$ cat src/rtl/class_vote_argmax.sv
// Clause-vote accumulator with a sequential signed argmax. Each fired clause adds its
// per-class weight with saturation; after the last clause the classes are scanned one per cycle.
module class_vote_argmax #(
  parameter int CLASSN   = 10,
  parameter int WEIGHT_W = 9,
  parameter int SUM_W    = 18
) (
  input  logic                        clk,
  input  logic                        rst,
  input  logic                        start,
  input  logic                        clause_valid,
  output logic                        clause_ready,
  input  logic                        clause_fire,
  input  logic                        clause_last,
  input  logic [CLASSN*WEIGHT_W-1:0]  weight_in,
  output logic                        result_valid,
  input  logic                        result_ready,
  output logic [$clog2(CLASSN)-1:0]   class_op,
  output logic signed [SUM_W-1:0]     max_sum,
  output logic                        busy,
  output logic                        ovf
);

  localparam int IDX_W = $clog2(CLASSN);
  localparam logic [IDX_W-1:0] LAST_IDX = IDX_W'(CLASSN - 1);
  localparam logic signed [SUM_W-1:0] SUM_MAX = {1'b0, {(SUM_W-1){1'b1}}};
  localparam logic signed [SUM_W-1:0] SUM_MIN = {1'b1, {(SUM_W-1){1'b0}}};

  typedef enum logic [1:0] {
    IDLE,
    ACCUM,
    SCAN,
    DONE
  } state_t;

  state_t                  state_q, state_d;
  logic signed [SUM_W-1:0] acc_q [CLASSN];
  logic signed [SUM_W-1:0] acc_d [CLASSN];
  logic                    ovf_q, ovf_d;
  logic [IDX_W-1:0]        cnt_q, cnt_d;
  logic [IDX_W-1:0]        idx_q, idx_d;
  logic signed [SUM_W-1:0] best_q, best_d;

  logic signed [WEIGHT_W-1:0] w_k     [CLASSN];
  logic        [SUM_W:0]      raw_sum [CLASSN];
  logic signed [SUM_W-1:0]    sat_sum [CLASSN];
  logic [CLASSN-1:0]          sat_hit;
  logic                       beat;

  assign clause_ready = (state_q == ACCUM);
  assign result_valid = (state_q == DONE);
  assign busy         = (state_q != IDLE);
  assign ovf          = ovf_q;
  assign class_op     = idx_q;
  assign max_sum      = best_q;
  assign beat         = clause_valid && clause_ready;

  // One extra bit of headroom: a single add of a narrower weight can only overflow by one bit.
  always_comb begin
    for (int k = 0; k < CLASSN; k++) begin
      w_k[k]     = weight_in[k*WEIGHT_W +: WEIGHT_W];
      raw_sum[k] = {acc_q[k][SUM_W-1], acc_q[k]}
                 + {{(SUM_W+1-WEIGHT_W){w_k[k][WEIGHT_W-1]}}, w_k[k]};
      sat_hit[k] = raw_sum[k][SUM_W] != raw_sum[k][SUM_W-1];
      sat_sum[k] = raw_sum[k][SUM_W-1:0];
      if (sat_hit[k]) begin
        sat_sum[k] = raw_sum[k][SUM_W] ? SUM_MIN : SUM_MAX;
      end
    end
  end

  always_comb begin
    // NOTE: every next-state signal gets its hold value first so no path leaves one
    // unassigned; a missing default here would infer a latch.
    state_d = state_q;
    acc_d   = acc_q;
    ovf_d   = ovf_q;
    cnt_d   = cnt_q;
    idx_d   = idx_q;
    best_d  = best_q;

    case (state_q)
      IDLE: begin
        if (start) begin
          for (int k = 0; k < CLASSN; k++) acc_d[k] = '0;
          ovf_d   = 1'b0;
          state_d = ACCUM;
        end
      end

      ACCUM: begin
        if (beat) begin
          if (clause_fire) begin
            acc_d = sat_sum;
            ovf_d = ovf_q | (|sat_hit);
          end
          if (clause_last) begin
            cnt_d   = '0;
            state_d = SCAN;
          end
        end
      end

      SCAN: begin
        // First class seeds the running best, so negative sums need no sentinel.
        if (cnt_q == '0) begin
          best_d = acc_q[0];
          idx_d  = '0;
        end else if (acc_q[cnt_q] > best_q) begin
          best_d = acc_q[cnt_q];
          idx_d  = cnt_q;
        end
        if (cnt_q == LAST_IDX) begin
          state_d = DONE;
        end else begin
          cnt_d = cnt_q + 1'b1;
        end
      end

      DONE: begin
        if (result_ready) state_d = IDLE;
      end

      default: state_d = IDLE;
    endcase
  end

  // NOTE: sequential state uses non-blocking assignments only, so every register samples
  // pre-edge values regardless of statement order.
  always_ff @(posedge clk) begin
    if (rst) begin
      state_q <= IDLE;
      // NOTE: the accumulator array is a handful of flops, not a RAM, so resetting it
      // costs nothing and keeps post-reset behaviour fully defined.
      for (int k = 0; k < CLASSN; k++) acc_q[k] <= '0;
      ovf_q  <= 1'b0;
      cnt_q  <= '0;
      idx_q  <= '0;
      best_q <= '0;
    end else begin
      state_q <= state_d;
      acc_q   <= acc_d;
      ovf_q   <= ovf_d;
      cnt_q   <= cnt_d;
      idx_q   <= idx_d;
      best_q  <= best_d;
    end
  end

endmodule

$ cat config.mk
export PLATFORM = sky130hd
export DESIGN_NAME = class_vote_argmax
export DESIGN_NICKNAME = d
export VERILOG_FILES = /design/src/rtl/class_vote_argmax.sv
export SDC_FILE = /design/constraint.sdc
export NUM_CORES = 1
export LEC_CHECK = 0
export ABC_AREA = 1
export BUFFER_PORTS_ARGS = -buffer_cell sky130_fd_sc_hd__buf_2
export CORE_UTILIZATION = 51
export CTS_CLUSTER_SIZE = 25
export DETAILED_ROUTE_END_ITERATION = 7
export GPL_TIMING_DRIVEN = 0
export PLACE_DENSITY = 0.69
export SYNTH_ARGS = -nofsm -noshare
export SYNTH_HDL_FRONTEND = slang
export SYNTH_SLANG_ARGS = --single-unit
$ cat constraint.sdc
create_clock -name clk -period 4.65 [get_ports clk]
set_input_delay 0.93 -clock clk [delete_from_list [all_inputs] [get_ports clk]]
set_output_delay 0.93 -clock clk [all_outputs]
set_load 0.1 [all_outputs]
==> flow_summary.toml <==
[timing]
min_period_ps = 4440
worstMarginPinSlew_ps = 1100
post-route-period-util_pct = 95.5
hold_viol_final = 0
final.setup.tns_ps = 0
whs_ps = 488
rsz0062_at_grt = "no"
drv_slew = 0
setup_viol = 0
slew_headroom_pct = 26.5
skew_ps = 36.5
max_clock_freq_mhz = 225

[setup_path]
required_ps = 5060
cpMaxStageDelayCell = "nor4_1"
startpoint = "weight_in[89]"
r2r-start = "acc_q[10]$_SDFFE_PP0P_"
worst-setup-path-type = "in -> reg"
arrival_ps = 4860
crit_fanout = 10
end_kind = "register"
critical_path.top_delay_family = "simple AND/OR/NAND/NOR gates"
startpoint_type = "input pin"
cpPeakStageDelay_ps = 520
path_buf_inv = 4
worstPathCellList = "buf_2 > ha_1 > inv_1 > o21ai_0 > a21oi_1 > nor2_1 > nor2_1 > nand2_1 > nand2_1 > nand2_1 > a21oi_1 > xor2_1 > ha_1 > clkbuf_1 > inv_1 > nand3_1 > nor4_1 > nand3_1 > nand2_1 > a21oi_1"
cp_common_cell = "nand2_1"

[worst_hold_path]
hp-start = "max_sum[9]$_SDFFE_PP0P_"
hp-class = "reg -> reg"

[die]
die_y_um = 206
rows = 74
core-area_mm2 = 0.0408
pin_count = 123
fp.dieArea_mm2 = 0.0422
die_w_um = 206
initial_core_util_pct = 51.7

[cts]
clk_path_buf_depth = 3
numCtsBuffers = 25
clock-sinks = 209
holdBufCountCts = 0
clock_latency_ps = 560
cts_tree = "yes"
post_cts_resized = 0
htree_num_levels = 1
postCtsSetupRepairBufs = 0
clk_pin_slew_worst_paths_ps = 60
clock-root-buffer = "clkbuf_16"

[grt]
grt_start_max_net_pins = 13
grt-ovfl-total = 0
use_met1_pct = 49.7
busiest_layer = "met2"
grt_use_total_pct = 35.5
grt_pass1_wl_um = 118000
grt_pass1_vias = 21908
use_met3_pct = 4.43
antenna_found_initial = 0
met2_usage_pct = 56.4

[drt]
wl_per_cell_um = 18.0
avgViaCountPerCell = 5.74
drt_pass1_iterations = 6
vias = 24283
wirelength_um = 76300
drc_errors = 0
ant_nets = 0
initialDrtViolationCount = 2338

[synth]
ys_ff_latch = 209
synth-edff-count = 0
synth_top_cell_area_share_pct = 19.8
postSynthAreaPerCell_um2 = 5.99
synth_area_leaders = "dfxtp_1 20%, nand2_1 16%, ha_1 13%"
syn-num-nets = 3859
synth.distinct_cells = 45
async_flop_share_pct = 0
syn_area_mm2 = 0.0211
yosys_most_used_dff = "dfxtp_1"
ys_warn_count = 0
synthCells = 3529
ys_seq_area_share_pct = 19.8
yosysTopAreaCell = "dfxtp_1"

[final_layout]
antenna_cells = 0
drive_gt1_share_pct = 7.09
multi_input_area_mm2 = 0.0149
ff_latch_area_mm2 = 0.00418
syn2layout_area_growth_pct = 10.2
n_fill_cell = 4185
nNetsFinal = 4007

[place]
io_buffers = 121
gp_congestion = 1.08
hpwl_um = 62700

[power]
leakagePower_nw = 11.5
p_per_area_mw_per_mm2 = 377
peakVddDrop_mv = 0.382

[job]
max-cap-violations = 0

[status]
status = "finished, final reports clean"
## state kept, by name (all words and copies together), names as in the netlist
register / count
acc_q: 180
state_q: 2
class_op: 4
ovf: 1
max_sum: 18
cnt_q: 4
## cells in the mapped netlist, types with 12 or more instances
cell      number
o21ai_0      270
buf_2         33
nand3_1      432
buf_1         12
xor2_1        34
or2_2         12
clkbuf_1      79
o21bai_1      19
and2_1        14
nand2_1      921
dfxtp_1      209
nor2_1       266
a21oi_1      417
nand4_1       24
inv_1        399
o22ai_1       18
ha_1         223
nor3_1        17
## where the power goes
group / leakage, nW / switching, W / internal (W)
clock network: 0.441 / 0.000842 / 0.00131
logic: 9.34 / 0.00311 / 0.00127
registers: 1.69 / 0.000269 / 0.00198
total: 11.5 / 0.00422 / 0.00456
## cell families (layout without fill, tap and decap cells)
family | Yosys count | in the layout | share of synthesized area [%]
xor+xnor | 44 | 44 | 1.82
compound gates | 781 | 781 | 19.6
simple gates | 1727 | 1727 | 34.8
fa+ha+maj | 233 | 233 | 14.2
flops | 209 | 209 | 19.8
buf+inv | 535 | 701 | 9.83
## metal layers
layer / wire length (um) / vias up
met5: 0 / -
met4: 2520 / 0
met3: 5910 / 142
met2: 33000 / 935
met1: 34900 / 11156
li1: - / 12050
## cell type report
class	instances	area share, %
clock inverters	11	0.677
flip-flops and latches	209	18.0
plain buffers	129	2.37
well taps	532	2.86
clock buffers	34	3.13
repair buffers	121	2.60
inverters	406	6.54
multi-input cells	2785	63.8
## per-stage QoR
step                      cells  util (%)  setup WS [ps]  total power [W]  instance area (um^2)
after CTS                  4227      57.0            359          0.00865                 23300
after detailed placement   4182      54.9           -134          0.00651                 22400
after global routing       4227      57.0           66.4          0.00930                 23300
after floorplan            3529         -           1230          0.00517                 21100
final                      4227      57.0            208          0.00878                 23300
after global placement     4182      54.9           -190          0.00645                 22400
## tightest hold or removal path: stages (launching register included)
cell,delay [ps]
dfxtp_1,320
nand2_1,60
a21oi_1,50
## cell usage in the layout (no fill, tap or decap), types with 5 or more instances in the layout
master	n
a21boi_0	6
buf_2	154
clkbuf_8	7
a21o_1	10
o22ai_1	18
ha_1	223
inv_1	399
dfxtp_1	209
a31o_2	9
buf_1	12
xor2_1	34
and2_1	14
nand2_2	9
fa_1	10
a21oi_1	417
o21ai_0	270
a21oi_2	9
clkbuf_16	25
nand4_1	24
clkbuf_1	81
nor3_1	17
or2_2	12
nor2_1	266
nand3_2	10
xnor2_1	10
nand3_1	432
nand3b_1	8
nand2_1	921
o21bai_1	19
o21ai_1	5
clkinv_2	6
o21a_1	7
## final timing paths
check,to,slack (ps),cells after the start
max,ovf$_SDFFE_PP0P_,210,20
min,max_sum[9]$_SDFFE_PP0P_,490,2
max reg2reg,ovf$_SDFFE_PP0P_,470,19
min reg2reg,max_sum[9]$_SDFFE_PP0P_,490,2
(Power assumes the default switching activity.)
